## src/rtl/uart_tx_if.sv

```systemverilog
// -----------------------------------------------------------------------------
// uart_tx_if -- word handshake between user logic and the UART transmitter.
//
// Signals:
//   tx_valid  : master -> slave, data_in holds a word to send
//   data_in   : master -> slave, word to transmit (DATA_BITS wide)
//   tx_ready  : slave  -> master, transmitter can take a word this cycle
//
// A word moves on any rising clock edge where tx_valid && tx_ready.
// -----------------------------------------------------------------------------
interface uart_tx_if #(
    parameter int DATA_BITS = 8
);
    logic                 tx_valid;
    logic [DATA_BITS-1:0] data_in;
    logic                 tx_ready;

    modport master (
        output tx_valid,
        output data_in,
        input  tx_ready
    );

    modport slave (
        input  tx_valid,
        input  data_in,
        output tx_ready
    );
endinterface

```

## src/rtl/uart_tx.sv

```systemverilog
// -----------------------------------------------------------------------------
// uart_tx -- parameterised UART transmitter.
//
// Serialises one word per frame, LSB first: start bit (0), DATA_BITS data
// bits, optional parity bit, STOP_BIT stop bits (1). Every bit, the start bit
// included, lasts exactly BAUD_DIV clock cycles.
//
// Parameters:
//   BAUD_DIV    : clock cycles per bit (>= 2)
//   DATA_BITS   : data bits per frame (5..9)
//   PARITY_TYPE : 0 = none, 1 = even, 2 = odd, anything else = none
//   STOP_BIT    : number of stop bits (1..2)
//
// Ports:
//   clk      : system clock
//   rst_n    : asynchronous active-low reset (aborts a frame, tx goes high)
//   bus      : uart_tx_if.slave -- tx_valid / data_in in, tx_ready out
//   tx       : serial line, idle high, registered
//   busy     : a frame is on the line
//   tx_done  : one-cycle pulse at the end of the last stop bit
//
// Build option UART_TX_BUF_EN: adds a one-entry holding register in front of
// the shift register. tx_ready then means "holding register empty", so the
// next word can be taken during a frame and is started with no idle gap.
// Without it, tx_ready is low for the whole frame and frames are separated
// by at least one idle cycle.
// -----------------------------------------------------------------------------
module uart_tx #(
    parameter int BAUD_DIV    = 434,
    parameter int DATA_BITS   = 8,
    parameter int PARITY_TYPE = 0,
    parameter int STOP_BIT    = 1
) (
    input  logic     clk,
    input  logic     rst_n,
    uart_tx_if.slave bus,
    output logic     tx,
    output logic     busy,
    output logic     tx_done
);

    localparam int BW = (BAUD_DIV > 32'sd1) ? $clog2(BAUD_DIV) : 32'sd1;
    localparam int CW = $clog2(DATA_BITS) + 32'sd1;

    localparam logic [BW-1:0] BAUD_LAST = BW'(BAUD_DIV - 32'sd1);
    localparam logic [CW-1:0] BIT_LAST  = CW'(DATA_BITS - 32'sd1);
    // Only one or two stop bits exist, so a single-bit stop counter suffices.
    localparam logic          STOP_LAST = (STOP_BIT == 32'sd2) ? 1'b1 : 1'b0;
    localparam bit            PAR_EN    = (PARITY_TYPE == 32'sd1) || (PARITY_TYPE == 32'sd2);

    typedef enum logic [2:0] {
        IDLE   = 3'd0,
        START  = 3'd1,
        DATA   = 3'd2,
        PARITY = 3'd3,
        STOP   = 3'd4
    } state_t;

    // Parity bit of a word as it goes on the line.
    function automatic logic parity_f(input logic [DATA_BITS-1:0] word);
        logic p;
        case (PARITY_TYPE)
            32'sd1:  p = ^word;
            32'sd2:  p = ~^word;
            default: p = 1'b0;
        endcase
        return p;
    endfunction

    state_t               state_r;
    logic                 tx_r;
    logic                 busy_r;
    logic                 tx_done_r;
    logic                 tx_ready_r;
    logic [BW-1:0]        baud_cnt_r;
    logic [CW-1:0]        bit_cnt_r;
    logic                 stop_cnt_r;
    logic [DATA_BITS-1:0] shift_r;
    logic                 parity_r;

    logic                 accept_s;
    logic                 baud_wrap_s;
    logic                 frame_end_s;
    logic                 load_s;
    logic [DATA_BITS-1:0] load_data_s;

`ifdef UART_TX_BUF_EN
    logic                 hold_full_r;
    logic [DATA_BITS-1:0] hold_data_r;
    logic                 hold_write_s;
`endif

    assign tx           = tx_r;
    assign busy         = busy_r;
    assign tx_done      = tx_done_r;
    assign bus.tx_ready = tx_ready_r;

    // Handshake, bit timing and decision of which word (if any) starts a frame.
    always_comb begin
        accept_s    = bus.tx_valid && tx_ready_r;
        baud_wrap_s = (baud_cnt_r == BAUD_LAST);
        frame_end_s = (state_r == STOP) && baud_wrap_s && (stop_cnt_r == STOP_LAST);
`ifdef UART_TX_BUF_EN
        // While idle a word goes straight to the shift register; during a
        // frame it waits in the holding register.
        hold_write_s = accept_s && (state_r != IDLE);
        if (hold_full_r && ((state_r == IDLE) || frame_end_s)) begin
            load_s      = 1'b1;
            load_data_s = hold_data_r;
        end else if (accept_s && (state_r == IDLE)) begin
            load_s      = 1'b1;
            load_data_s = bus.data_in;
        end else begin
            load_s      = 1'b0;
            load_data_s = bus.data_in;
        end
`else
        load_s      = accept_s && (state_r == IDLE);
        load_data_s = bus.data_in;
`endif
    end

`ifdef UART_TX_BUF_EN
    // Holding register; tx_ready mirrors "holding register empty".
    always_ff @(posedge clk or negedge rst_n) begin
        if (!rst_n) begin
            hold_full_r <= 1'b0;
            hold_data_r <= '0;
            tx_ready_r  <= 1'b1;
        end else if (hold_write_s) begin
            hold_full_r <= 1'b1;
            hold_data_r <= bus.data_in;
            tx_ready_r  <= 1'b0;
        end else if (load_s && hold_full_r) begin
            hold_full_r <= 1'b0;
            hold_data_r <= hold_data_r;
            tx_ready_r  <= 1'b1;
        end else begin
            hold_full_r <= hold_full_r;
            hold_data_r <= hold_data_r;
            tx_ready_r  <= tx_ready_r;
        end
    end
`else
    // tx_ready drops when a frame starts and returns at the tx_done edge.
    always_ff @(posedge clk or negedge rst_n) begin
        if (!rst_n) begin
            tx_ready_r <= 1'b1;
        end else if (load_s) begin
            tx_ready_r <= 1'b0;
        end else if (frame_end_s) begin
            tx_ready_r <= 1'b1;
        end else begin
            tx_ready_r <= tx_ready_r;
        end
    end
`endif

    // Frame sequencer: drives tx bit by bit and generates busy / tx_done.
    always_ff @(posedge clk or negedge rst_n) begin
        if (!rst_n) begin
            state_r    <= IDLE;
            tx_r       <= 1'b1;
            busy_r     <= 1'b0;
            tx_done_r  <= 1'b0;
            baud_cnt_r <= '0;
            bit_cnt_r  <= '0;
            stop_cnt_r <= 1'b0;
            shift_r    <= '0;
            parity_r   <= 1'b0;
        end else begin
            tx_done_r <= 1'b0;
            case (state_r)
                IDLE: begin
                    baud_cnt_r <= '0;
                    if (load_s) begin
                        state_r  <= START;
                        tx_r     <= 1'b0;
                        busy_r   <= 1'b1;
                        shift_r  <= load_data_s;
                        parity_r <= parity_f(load_data_s);
                    end else begin
                        tx_r   <= 1'b1;
                        busy_r <= 1'b0;
                    end
                end
                START: begin
                    if (baud_wrap_s) begin
                        baud_cnt_r <= '0;
                        state_r    <= DATA;
                        tx_r       <= shift_r[0];
                        shift_r    <= {1'b0, shift_r[DATA_BITS-1:1]};
                        bit_cnt_r  <= '0;
                    end else begin
                        baud_cnt_r <= baud_cnt_r + 1'b1;
                    end
                end
                DATA: begin
                    if (baud_wrap_s) begin
                        baud_cnt_r <= '0;
                        if (bit_cnt_r == BIT_LAST) begin
                            if (PAR_EN) begin
                                state_r <= PARITY;
                                tx_r    <= parity_r;
                            end else begin
                                state_r    <= STOP;
                                tx_r       <= 1'b1;
                                stop_cnt_r <= 1'b0;
                            end
                        end else begin
                            tx_r      <= shift_r[0];
                            shift_r   <= {1'b0, shift_r[DATA_BITS-1:1]};
                            bit_cnt_r <= bit_cnt_r + 1'b1;
                        end
                    end else begin
                        baud_cnt_r <= baud_cnt_r + 1'b1;
                    end
                end
                PARITY: begin
                    if (baud_wrap_s) begin
                        baud_cnt_r <= '0;
                        state_r    <= STOP;
                        tx_r       <= 1'b1;
                        stop_cnt_r <= 1'b0;
                    end else begin
                        baud_cnt_r <= baud_cnt_r + 1'b1;
                    end
                end
                STOP: begin
                    if (baud_wrap_s) begin
                        baud_cnt_r <= '0;
                        if (stop_cnt_r == STOP_LAST) begin
                            tx_done_r <= 1'b1;
                            // A buffered word starts right at this edge.
                            if (load_s) begin
                                state_r  <= START;
                                tx_r     <= 1'b0;
                                busy_r   <= 1'b1;
                                shift_r  <= load_data_s;
                                parity_r <= parity_f(load_data_s);
                            end else begin
                                state_r <= IDLE;
                                tx_r    <= 1'b1;
                                busy_r  <= 1'b0;
                            end
                        end else begin
                            stop_cnt_r <= stop_cnt_r + 1'b1;
                        end
                    end else begin
                        baud_cnt_r <= baud_cnt_r + 1'b1;
                    end
                end
                default: begin
                    state_r    <= IDLE;
                    tx_r       <= 1'b1;
                    busy_r     <= 1'b0;
                    baud_cnt_r <= '0;
                end
            endcase
        end
    end

endmodule

```

## src/flat_wrapper.sv

```systemverilog
// flat-port wrapper written by rule: the top's interface ports become plain ports
module uart_tx_flat 
#(
    parameter int BAUD_DIV    = 434,
    parameter int DATA_BITS   = 8,
    parameter int PARITY_TYPE = 0,
    parameter int STOP_BIT    = 1
)
  (clk, rst_n, tx, busy, tx_done, bus_tx_valid, bus_data_in, bus_tx_ready);
  uart_tx_if #(.DATA_BITS(DATA_BITS)) bus_i ();
  input  logic clk;
  input  logic rst_n;
  output logic tx;
  output logic busy;
  output logic tx_done;
  input wire logic [$bits(bus_i.tx_valid)-1:0] bus_tx_valid;
  input wire logic [$bits(bus_i.data_in)-1:0] bus_data_in;
  output wire logic [$bits(bus_i.tx_ready)-1:0] bus_tx_ready;
  assign bus_i.tx_valid = bus_tx_valid;
  assign bus_i.data_in = bus_data_in;
  assign bus_tx_ready = bus_i.tx_ready;
  uart_tx #(.BAUD_DIV(BAUD_DIV), .DATA_BITS(DATA_BITS), .PARITY_TYPE(PARITY_TYPE), .STOP_BIT(STOP_BIT)) u_core (.clk(clk), .rst_n(rst_n), .bus(bus_i), .tx(tx), .busy(busy), .tx_done(tx_done));
endmodule
```

## config.mk

```make
export PLATFORM = sky130hd
export DESIGN_NAME = uart_tx_flat
export DESIGN_NICKNAME = d
export VERILOG_FILES = /design/src/rtl/uart_tx_if.sv /design/src/rtl/uart_tx.sv /design/src/flat_wrapper.sv
export SDC_FILE = /design/constraint.sdc
export NUM_CORES = 1
export LEC_CHECK = 0
export ABC_AREA = 1
export BUFFER_PORTS_ARGS = -buffer_cell sky130_fd_sc_hd__buf_4
export CORE_MARGIN = 3
export CORE_UTILIZATION = 45
export DETAILED_ROUTE_END_ITERATION = 10
export PLACE_DENSITY = 0.73
export SYNTH_ARGS = -nofsm -noshare
export SYNTH_HDL_FRONTEND = slang
export SYNTH_SLANG_ARGS = --single-unit
export TNS_END_PERCENT = 10
```

## constraint.sdc

```tcl
create_clock -name clk -period 2.2 [get_ports clk]
set_input_delay 0.55 -clock clk [delete_from_list [all_inputs] [get_ports clk]]
set_output_delay 0.55 -clock clk [all_outputs]
set_load 0.005 [all_outputs]
```

# [Yosys cells after proc, flatten, opt, wreduce, memory -nomap -nowiden]
# Index checks and enable logic that the tools add are counted.
[word_totals] ff_bits=29 latchBits=0 ramBits=0 romBits=0 in_bits=11 elab_cells=90 memories=0
[op_classes] addsub=3 n_mul=0 div=0 order_cmp=0 eq_ne=14 shift=0 n_mux=45 bitwise_logic=2 reduce_logical=17
[ops] cell="8-bit 2-to-1 mux" count=6
[ops] cell="8-bit one-hot mux with 4 select lines" count=1
[ops] cell="1-bit 2-to-1 mux" count=21
[ops] cell="3-bit 2-to-1 mux" count=7
[ops] cell="9-bit 2-to-1 mux" count=2
[ops] cell="3-bit one-hot mux with 5 select lines" count=1
[ops] cell="4-bit 2-to-1 mux" count=3
[ops] cell="2-bit by 1-bit != test with 1-bit output (second input constant)" count=6
[ops] cell="5-bit AND reduction" count=2
[ops] cell="9-bit by 1-bit adder with 9-bit output (second input constant)" count=1
[ops] cell="9-bit equality test (second input constant)" count=1
[ops] cell="4-bit one-hot mux with 2 select lines" count=1
[ops] cell="7-bit AND reduction" count=1
[ops] cell="3-bit by 2-bit equality test with 1-bit output (second input constant)" count=2
[ops] cell="1-bit one-hot mux with 3 select lines" count=2
[ops] cell="6-bit AND reduction" count=1
[ops] cell="1-bit one-hot mux with 5 select lines" count=1
[ops] cell="4-bit by 1-bit adder with 4-bit output (second input constant)" count=1
[ops] cell="4-bit by 3-bit equality test with 1-bit output (second input constant)" count=1
[ops] cell="1-bit logical AND" count=4
[ops] cell="2-bit != test (second input constant)" count=2
[ops] cell="4-bit AND reduction" count=1
[ops] cell="2-bit nonzero test" count=2
[ops] cell="4-bit nonzero test" count=1
[ops] cell="other kinds (9)" count=10

# [Longest topological paths before layout]
# Gate-level depths: netlist of run 1.
[logic_depth] ltp_word=6 ltp_mapped=10 ltp_nobuf=9

# [Least setup slack after synthesis of run 1]
# No wires, ideal clock.
[synth_timing] kind="reg2reg" startpoint="register u_core.bit_cnt_r[0]" endpoint="register u_core.shift_r[0]" setup_ps=116 arrival_ps=1199 required_ps=2084 path_slack_ps=884 stages_incl_launch_ff=8 synth_period_minus_slack_ps=1316 path_cell_list="dfrtp_1 -> ha_1 -> nand3_1 -> nor2_2 -> nor2_4 -> nand2_4 -> nand2_1 -> nand2_1"
[synth_between] elab_chain_len=3
[synth_lines] element="from (decl)" line_no="uart_tx.sv:76" rtl="logic [CW-1:0] bit_cnt_r;"
[synth_lines] element="from (signal assigned)" line_no="uart_tx.sv:213" rtl="bit_cnt_r <= bit_cnt_r + 1'b1;"
[synth_lines] element="4-bit by 3-bit equality test with 1-bit output" line_no="uart_tx.sv:201" rtl="if (bit_cnt_r == BIT_LAST) begin"
[synth_lines] element="2-bit != test (no source line)"
[synth_lines] element="6-bit AND reduction (no source line)"
[synth_lines] element="to (signal assigned)" line_no="uart_tx.sv:192" rtl="shift_r <= {1'b0, shift_r[DATA_BITS-1:1]};"
[synth_lines] element="to (signal assigned)" line_no="uart_tx.sv:212" rtl="shift_r <= {1'b0, shift_r[DATA_BITS-1:1]};"
[synth_lines] element="to (signal assigned)" line_no="uart_tx.sv:239" rtl="shift_r <= load_data_s;"
[synth_lines] element="to (decl)" line_no="uart_tx.sv:78" rtl="logic [DATA_BITS-1:0] shift_r;"
# No other way between the ends.
# A chain may end at the register's enable or synchronous reset.

# [Worst setup path in the final report of run 1]
[layout_timing] startpoint="register u_core.state_r[2]" endpoint="register u_core.shift_r[3]"
[layout_between] elab_chain_len=6 elab_cells_between_ends=16
[layout_lines] element="from (decl)" line_no="uart_tx.sv:70" rtl="state_t state_r;"
[layout_lines] element="from (signal assigned)" line_no="uart_tx.sv:162" rtl="state_r <= IDLE;"
[layout_lines] element="from (signal assigned)" line_no="uart_tx.sv:177" rtl="state_r <= START;"
[layout_lines] element="from (signal assigned)" line_no="uart_tx.sv:190" rtl="state_r <= DATA;"
[layout_lines] element="3-bit logical NOT" line_no="uart_tx.sv:118, uart_tx.sv:173"
[layout_lines] element="1-bit logical AND" line_no="uart_tx.sv:118" rtl="load_s = accept_s && (state_r == IDLE);"
[layout_lines] element="8-bit 2-to-1 mux (3 in a row)"
[layout_lines] element="8-bit one-hot mux with 4 select lines" line_no="uart_tx.sv:173" rtl="case (state_r)"
[layout_lines] element="to (signal assigned)" line_no="uart_tx.sv:180" rtl="shift_r <= load_data_s;"
[layout_lines] element="to (signal assigned)" line_no="uart_tx.sv:192"
[layout_lines] element="to (signal assigned)" line_no="uart_tx.sv:212"
# Several ways; a longest one is shown, not always the timed one. The select of a mux whose other input is x is not followed.

==> out/metrics.cfg, run 1 <==
[layout]
final_cell_area_um2 = 1700
layout_commonest_cell = nand2_1
drive_above_1_share_pct = 22.0
multi_input_area_um2 = 742
regArea_um2 = 703
final_cells = 253
n_antenna_cell = 0
fill_cells = 322
utilization_pct = 53.9
area_delta_synth_final_pct = 9.87
nNetsFinal = 225
layout_common_cells = 64 x nand2_1, 26 x dfrtp_1, 24 x nand3_1

[synthesis]
synthFlopType = dfrtp_1
yosysTopAreaCellShare_pct = 42.1
synth_area_leaders = dfrtp_1 42%, nand2_1 16%, nand3_1 7.8%
synth_area_leader_cell = dfrtp_1
ys_seq_area_share_pct = 45.5
syn_area_um2 = 1550
ys_warn_count = 0
synth.distinct_cells = 24
syn_inst = 195
synth_area_per_cell_um2 = 7.93
async_flop_share_pct = 100
synth_edf_count = 0
syn_nets = 209
ys_seq_elements = 28

[timing]
tightest_slew_ns = 0.349
setup_viol_count_final = 0
period_share_pct = 78.5
max_freq_ghz = 0.579
maxSlewViolCount = 0
timing.final.crit_period_ns = 1.73
finalSetupTns_ns = 0
slew_headroom_pct = 76.7
rsz0062_at_grt = no
whs_ns = 0.113
finClkSkew_ns = 0.00741
finalHoldViolCount = 0
setup_slack_ns = 0.473

[drt]
wirelength_um = 2840
wire_per_inst_um = 11.2
drc = 0
drtIter0Drc = 72
first_pass_iters = 4
num_vias = 1236
ant_nets = 0
vias_per_cell = 4.89

[placed_design]
place.gp.congestion = 0.834
detailedPlacementHpwl_um = 2160
postPlaceCellArea_um2 = 1680
post-place-ws_ns = 0.497
numPortBuffers = 14
post-place-cells = 250

[clocking]
cts_buffer_depth = 2
h-tree-depth = 1
clock-root-buffer = clkbuf_4
cts_sinks = 28
cts_tree = done
numCtsBuffers = 3
ctsHoldBuffers = 0
post_cts_resized = 0
post_cts_buffers = 0
clkLatencyLatePin_ns = 0.32
clk_pin_slew_ns = 0.14

[worst_setup_path]
r2r-start = u_core.state_r[2]
cp-start-kind = flop
required_ns = 2.43
critical_path_class = flop to flop
end_kind = flop
rr_worst_depth = 8
worstSetupStartpoint = u_core.state_r[2]
arrival_ns = 1.95
timing.rr.end = u_core.shift_r[3]
cp-endpoint = u_core.shift_r[3]
r2r_slack_ns = 0.47
crit_path_max_fanout = 12

[flow_run]
max_cap_violations = 0

[floorplanning]
core_um2 = 3150
initial_utilization_pct = 49.0
die_w_um = 64.6
pin_count = 15
dieHeight_um = 64.6
dieArea_um2 = 4180
placementRows = 20

[global_routing]
grt_pass1_wl_um = 5110
grtUsageTotal_pct = 15.4
grt_pass1_vias = 1131
overflow = 0
grt_max_degree = 29
grt_antenna_before_repair = 0

[power_and_ir_drop]
power_mw = 1.36
p_per_area_nw_per_um2 = 803
p_leak_nw = 0.884
vdd_ir_drop_max_v = 0.000348

[min_path]
hold_path_class = primary input to async pin

[outcome]
status = completed

[state kept, by name, summed over array words and instances, names as in the netlist]
name	cells
u_core.busy	1
u_core.state_r	3
u_core.bit_cnt_r	4
u_core.tx_done	1
u_core.baud_cnt_r	9
u_core.shift_r	8
u_core.bus.tx_ready	1
u_core.tx	1
[cell usage after synthesis, types with 4 or more instances]
master	count
a21oi_1	4
dfrtp_1	26
inv_2	8
nand3_1	24
nand2_1	64
nor2_1	16
nor2_2	5
o21ai_0	4
o21ai_1	4
nand3_2	4
inv_1	11
nand2_2	4
[worst max-delay path: stages, from the launching register on]
cell and delay, ns:
dfrtp_1 0.47, inv_2 0.13, nand3_2 0.25, nand2_2 0.29
nand3_2 0.13, nand2_4 0.14, nand2_4 0.09, nand2_1 0.08
nand2_1 0.05
[power by group]
part / internal, mW / switching, mW / total [mW]
logic: 0.175 / 0.234 / 0.409
registers: 0.651 / 0.0992 / 0.750
clock network: 0.0643 / 0.140 / 0.205
total: 0.891 / 0.473 / 1.36
[metal layers]
metal | wire [µm] | share of wire, % | vias to the layer above | track usage (%)
li1 | - | - | 645 | -
met5 | 0 | 0 | - | 0
met1 | 1430 | 50 | 559 | 23.2
met4 | 19 | 0.67 | 0 | 2.37
met2 | 1250 | 44 | 28 | 22.6
met3 | 143 | 5.0 | 4 | 3.81
[worst min-delay path by stage]
| stage | startpoint | to | slack (ns) | depth (start not counted) |
|---|---|---|---|---|
| 3_5_place_dp | u_core.shift_r[4] | u_core.shift_r[4] | 0.46 | 2 |
| 3_3_place_gp | u_core.shift_r[2] | u_core.shift_r[2] | 0.46 | 2 |
| 4_1_cts | rst_n | u_core.baud_cnt_r[3] | 0.12 | 1 |
| 5_1_grt | rst_n | u_core.baud_cnt_r[3] | 0.11 | 1 |
| 2_1_floorplan | rst_n | u_core.baud_cnt_r[0] | 0.25 | 0 |
| 6_report | rst_n | u_core.state_r[1] | 0.11 | 1 |
[final cells by class]
type	count	share of cell area [%]
Multi-Input combinational cell	145	43.7
Sequential cell	28	41.4
Timing Repair Buffer	14	6.19
Inverter	19	4.20
Tap cell	44	3.24
Clock buffer	3	1.33
[logic make-up (layout without fill, tap and decap cells)]
group	count (synthesis)	count (layout)	synth area share [%]
XOR/XNOR	4	4	2.27
flip-flops	28	28	45.5
AND/OR/NAND/NOR	126	126	39.4
adder cells (fa/ha/maj)	3	3	2.43
buffers and inverters	22	36	6.55
AO/OA/AOI/OAI	12	12	3.88
Note: power is estimated with default switching activity, not from simulation.
==> inputs of run 2 (changes only) <==
--- a/config.mk
+++ b/config.mk
@@ -5,12 +5,12 @@
 export SDC_FILE = /design/constraint.sdc
 export NUM_CORES = 1
 export LEC_CHECK = 0
-export ABC_AREA = 1
+export ABC_AREA = 0
 export BUFFER_PORTS_ARGS = -buffer_cell sky130_fd_sc_hd__buf_4
 export CORE_MARGIN = 3
 export CORE_UTILIZATION = 45
 export DETAILED_ROUTE_END_ITERATION = 10
-export PLACE_DENSITY = 0.73
+export PLACE_DENSITY = 0.74
 export SYNTH_ARGS = -nofsm -noshare
 export SYNTH_HDL_FRONTEND = slang
 export SYNTH_SLANG_ARGS = --single-unit
==> constraint.sdc (replaced) <==
create_clock -name clk -period 1.73 [get_ports clk]
set_input_delay 0.4325 -clock clk [delete_from_list [all_inputs] [get_ports clk]]
set_output_delay 0.4325 -clock clk [all_outputs]
set_load 0.005 [all_outputs]
==> run 2 against run 1 <==
  * Worst setup slack got worse by 0.46 ns
  * Fmax increased by 0.58%
  * Core utilization increased by 6.6 points
  * Register-to-register slack got worse by 0.46 ns
  * Clock power increased by 37%
  * Clock skew decreased by 0.0039 ns
  * Cell count decreased by 15%
  * Sequential power decreased by 11%
  * Critical path depth decreased by 3
  * Largest power group unchanged
==> out/metrics.cfg, run 2 <==
[timing]
slew_headroom_pct = 70.7
whs_ns = 0.422
rsz0062_at_grt = yes
max_freq_ghz = 0.582
finClkSkew_ns = 0.00350
maxSlewViolCount = 0
tightest_slew_ns = 0.436
finalHoldViolCount = 0
setup_viol_count_final = 0
timing.final.crit_period_ns = 1.72
period_share_pct = 99.3

[drt]
drtIter0Drc = 68
wire_per_inst_um = 14.1
drc = 0
ant_nets = 0
num_vias = 1104
wirelength_um = 3030
vias_per_cell = 5.13
first_pass_iters = 4

[flow_run]
max_cap_violations = 0

[layout]
area_delta_synth_final_pct = 27.9
n_antenna_cell = 0
largest_reg_flops = 9
regMostFlops = u_core.baud_cnt_r
layout_common_cells = 34 x buf_4, 26 x dfrtp_1, 15 x nor2_1
utilization_pct = 60.4
layout_commonest_cell = buf_4
top_regs = u_core.baud_cnt_r: 9 flops, u_core.shift_r: 8 flops, u_core.bit_cnt_r: 4 flops
nNetsFinal = 186
final_cell_area_um2 = 1860
drive_above_1_share_pct = 41.5
fill_cells = 276

[floorplanning]
pin_count = 15
core_um2 = 3080
dieArea_um2 = 3950
initial_utilization_pct = 47.3
die_w_um = 62.9
placementRows = 20
dieHeight_um = 62.9

[clocking]
cts_buffer_depth = 2
clock-root-buffer = clkbuf_4
numCtsBuffers = 3
clkLatencyLatePin_ns = 0.32
cts_tree = done
clk_pin_slew_ns = 0.15
h-tree-depth = 1
cts_sinks = 28

[worst_setup_path]
cp-start-kind = flop
end_kind = flop
r2r_slack_ns = 0.01
cp_slowest_stage_delay_ns = 0.44
cp_cell_sequence = nor4b_4 -> nand4_4 -> a21oi_4 -> buf_12 -> mux2_2
crit_path_max_fanout = 8
crit_path_top_delay_cell = dfrtp_1
cp_top_family = simple AND/OR/NAND/NOR gates
cp.buffers_inverters = 1
critical_path_class = flop to flop
required_ns = 1.96
arrival_ns = 1.95

[power_and_ir_drop]
p_leak_nw = 0.807
p_per_area_nw_per_um2 = 539
power_mw = 1.00
vdd_ir_drop_max_v = 0.000400

[synthesis]
synthFlopType = dfrtp_1
syn_nets = 148
synth_area_leaders = dfrtp_1 45%, mux2_2 13%, nor2_1 3.9%
synth_area_leader_cell = dfrtp_1
synthTopCellsByCount = 26 x dfrtp_1, 17 x mux2_2, 15 x nor2_1
synth_fa_ha_area_share_pct = 2.58
yosysTopAreaCellShare_pct = 44.7
syn_area_um2 = 1460
async_flop_share_pct = 100
yosysMostFrequentCell = dfrtp_1
synth_xor_area_share_pct = 4.82
synth_area_per_cell_um2 = 10.9
synth.distinct_cells = 36
ys_seq_area_share_pct = 48.3
synth.area.mux_share_pct = 13.2
syn_inst = 134
synth-compound-area-share_pct = 9.03
synth_edf_count = 0
ys_seq_elements = 28
synth_top_family_by_area = simple AND/OR/NAND/NOR gates
ys_warn_count = 0
synth-simple-area-share_pct = 19.5

[global_routing]
grt_pass1_vias = 1212
grtUsageTotal_pct = 17.2
overflow = 0
grt_antenna_before_repair = 0
grt_pass1_wl_um = 5550
grt_max_degree = 29

[placed_design]
numPortBuffers = 14
detailedPlacementHpwl_um = 2250
postPlaceCellArea_um2 = 1750
place.gp.congestion = 0.831

[min_path]
hold_path_class = primary input to flop

[outcome]
status = completed

-- run 2: cell types whose count changed in the layout (fill, tap and decap cells not counted), sizes merged, moves of 3 or more --
cell,change
o21ai,-3
inv,-13
nand2,-62
mux2,+17
buf,+21
nand3,-23
o31ai,+3
and2,+5
nor2,-7
xnor2,+3
-- run 2: worst min-delay path: cells and delay by family --
family	cells	cell delay [ns]
buffers and inverters	1	0.10
AO/OA/AOI/OAI	1	0.14
AND/OR/NAND/NOR	2	0.10
-- run 2: cell families (layout without fill, tap and decap cells) --
| logic type | count (synthesis) | in the layout |
|---|---|---|
| muxes | 17 | 17 |
| DFF | 28 | 28 |
| and+or+nand+nor | 49 | 49 |
| AOI/OAI and AO/OA | 20 | 20 |
| xor gates and xnor gates | 8 | 8 |
| buffers and inverters | 9 | 46 |
| adders and majority gates | 3 | 3 |
-- run 2: timing repair --
| action | 4_1_cts | 5_1_grt |
|---|---|---|
| endpoints found under the setup margin | 10 | 11 |
| hold endpoints to repair | 0 | 26 |
| setup buffers | 2 | 1 |
| hold buffers | 0 | 1 |
| gates resized for setup | 6 | 8 |
| pin swaps | 5 | 2 |
-- run 2: per-layer routing --
metal | vias to the layer above | routed length, µm | global-route usage, %
met5 | - | 0 | 0
met4 | 0 | 26 | 4.13
met3 | 5 | 58 | 2.34
met2 | 14 | 1550 | 30.8
met1 | 544 | 1400 | 21.6
li1 | 541 | - | -
-- run 2: final timing paths --
check / start / endpoint / depth (start not counted)
setup / recovery: u_core.baud_cnt_r[6] / u_core.shift_r[0] / 5
hold / removal: bus_tx_valid / u_core.bus.tx_ready / 4
setup reg to reg: u_core.baud_cnt_r[6] / u_core.shift_r[0] / 5
hold reg to reg: u_core.shift_r[2] / u_core.shift_r[2] / 1
max in group asynchronous: rst_n / u_core.tx / 2
min in group asynchronous: rst_n / u_core.state_r[0] / 2
-- run 2: layout make-up --
| type | count | area (µm²) | share of cell area, % |
|---|---|---|---|
| clock buffers | 4 | 26.3 | 1.41 |
| well taps | 44 | 55.1 | 2.96 |
| flip-flops and latches | 28 | 703 | 37.8 |
| inverters | 6 | 22.5 | 1.21 |
| multi-input cells | 97 | 768 | 41.3 |
| repair buffers | 36 | 285 | 15.3 |
-- run 2: through the flow --
stage | std cells | TNS, ns | setup WS, ns
after floorplan | 134 | 0 | 0.000984
after global placement | 207 | -0.0505 | -0.00736
after detailed placement | 207 | -0.617 | -0.0858
after CTS | 213 | -0.0412 | -0.0102
after global routing | 215 | -0.368 | -0.0579
final | 215 | 0 | 0.0125
-- run 2: where the power goes --
group          total (mW)  switching (mW)  internal, mW
Combinational      0.0534          0.0210        0.0324
Clock               0.281           0.191        0.0903
Sequential          0.670         0.00516         0.664
==> inputs of run 3 (changes only) <==
--- a/config.mk
+++ b/config.mk
@@ -10,6 +10,7 @@
 export CORE_MARGIN = 3
 export CORE_UTILIZATION = 45
 export DETAILED_ROUTE_END_ITERATION = 10
+export GPL_TIMING_DRIVEN = 0
 export PLACE_DENSITY = 0.74
 export SYNTH_ARGS = -nofsm -noshare
 export SYNTH_HDL_FRONTEND = slang
==> run 3 against run 2 <==
  * The run now ends with setup timing left
  * Power grew 15%
  * Design area decreased by 0.34%
  * Core utilization shrank 0.20 points
  * Global-route usage fell by 1.5 points
  * Register-to-register slack got worse by 0.03 ns
  * Cell count is 3.7% lower
  * Via count barely moved
==> out/metrics.cfg, run 3 (synthesis gave the netlist of run 2 again) <==
[outcome]
status = finished with violations
violations = setup timing

[drt]
first_pass_iters = 4
drtIter0Drc = 77
wire_per_inst_um = 14.3
num_vias = 1105
ant_nets = 0
drc = 0
wirelength_um = 2950
vias_per_cell = 5.34

[power_and_ir_drop]
p_per_area_nw_per_um2 = 623
p_int_mw = 0.929
switching_power_mw = 0.226
power_frac_clock_pct = 37.7
p_leak_nw = 0.779
seq_power_share_pct = 57.9
pwr-share-comb_pct = 4.4
vdd_ir_drop_max_v = 0.000383
netSwitchingFraction_pct = 19.6

[min_path]
hold_path_class = primary input to flop
hold_depth = 4

[worst_setup_path]
cp_num_cells = 5
crit_path_max_fanout = 8
arrival_ns = 1.98
critical_path_class = flop to flop
cp_top_family = simple AND/OR/NAND/NOR gates
crit_path_top_delay_cell = dfrtp_2
cp_slowest_stage_delay_ns = 0.47
cp.buffers_inverters = 1
required_ns = 1.97
cp_cell_sequence = nor4b_4 -> nand4_4 -> a21oi_4 -> buf_12 -> mux2_2
rr_worst_depth = 5
cp-start-kind = flop
end_kind = flop

[layout]
top_regs = u_core.baud_cnt_r: 9 flops, u_core.shift_r: 8 flops, u_core.bit_cnt_r: 4 flops
regMostFlops = u_core.baud_cnt_r
largest_reg_flops = 9
nNetsFinal = 178
layout_common_cells = 23 x buf_4, 23 x dfrtp_1, 16 x mux2_2
drive_above_1_share_pct = 42.9
area_delta_synth_final_pct = 27.4
utilization_pct = 60.2
final_cell_area_um2 = 1850
n_antenna_cell = 0

[floorplanning]
pin_count = 15
placementRows = 20
core_um2 = 3080
die_w_um = 62.9
dieHeight_um = 62.9
initial_utilization_pct = 47.3
dieArea_um2 = 3950

[placed_design]
post-place-ws_ns = -0.161
place.gp.congestion = 0.847
postPlaceCellArea_um2 = 1630
detailedPlacementHpwl_um = 1930
numPortBuffers = 14

[global_routing]
overflow = 0
grt_pass1_vias = 1095
grt_pass1_wl_um = 4960
grt_antenna_before_repair = 0
grt_max_degree = 29
grtUsageTotal_pct = 15.7

[clocking]
numCtsBuffers = 3
clk_pin_slew_ns = 0.16
cts_buffer_depth = 2
cts_sinks = 28
cts_tree = done
clkLatencyLatePin_ns = 0.34
clock-root-buffer = clkbuf_4
h-tree-depth = 1

[timing]
tightest_slew_ns = 0.579
finClkSkew_ns = 0.00668
max_freq_ghz = 0.573
setup_slack_ns = -0.0146
slew_headroom_pct = 61.1
setup_viol_count_final = 8
timing.final.crit_period_ns = 1.74
maxSlewViolCount = 0
period_share_pct = 101
rsz0062_at_grt = yes
finalHoldViolCount = 0
whs_ns = 0.393

[flow_run]
max_cap_violations = 0

run 3: cell types whose count changed in the layout (fill, tap and decap cells not counted), sizes merged:
| cell | delta |
|---|---|
| buf | -8 |
| bufinv | +1 |
| clkbuf | -1 |
run 3: layout make-up:
class	instances	area (µm²)
Fill cell	255	1220
Multi-Input combinational cell	97	787
Sequential cell	28	707
Timing Repair Buffer	25	203
Tap cell	44	55.1
Clock inverter	1	30.0
Buffer	3	27.5
Clock buffer	3	22.5
Inverter	6	22.5
run 3: stage by stage:
stage,TNS [ns],power (mW),instances
final,-0.0885,1.16,207
after global routing,-0.974,1.20,207
after CTS,-0.0155,1.16,205
after detailed placement,-1.41,0.730,192
after global placement,-1.10,0.727,192
after floorplan,0,0.696,134
run 3: power groups by stage:
stage / clock network (mW) / registers (mW) / logic (mW)
2_1_floorplan: 0 / 0.679 / 0.0168
6_report: 0.436 / 0.669 / 0.0504
5_1_grt: 0.474 / 0.671 / 0.0570
3_5_place_dp: 0 / 0.681 / 0.0488
4_1_cts: 0.445 / 0.669 / 0.0515
3_3_place_gp: 0 / 0.680 / 0.0473
run 3: per-layer routing:
layer  up-vias  track usage, %  wire length (µm)
li1        529               -                 -
met2        21            27.8              1580
met3         2            4.50                97
met4         0            4.41                10
met5         -               0                 0
met1       553            18.2              1260
run 3: what timing repair did:
item | CTS | global route
setup buffers | 8 | 2
gates resized for setup | 13 | 10
hold endpoints to repair | 26 | 0
pin swaps | 3 | 4
hold buffers | 1 | 0
gates cloned | 0 | 0
endpoints found under the setup margin | 11 | 12
run 3: path summary, 6_finish.rpt:
path,startpoint,to,slack [ns]
setup / recovery,u_core.baud_cnt_r[6],u_core.shift_r[5],-0.01
hold / removal,bus_tx_valid,u_core.bus.tx_ready,0.39
setup reg to reg,u_core.baud_cnt_r[6],u_core.shift_r[5],-0.01
hold reg to reg,u_core.baud_cnt_r[0],u_core.baud_cnt_r[0],0.49
max in group asynchronous,rst_n,u_core.tx,0.89
min in group asynchronous,rst_n,u_core.bit_cnt_r[3],0.53
run 3: worst min-delay path, stage by stage:
cell     delay, ns
buf_4         0.09
nand2_1       0.04
a21oi_1       0.13
nor2_1        0.05
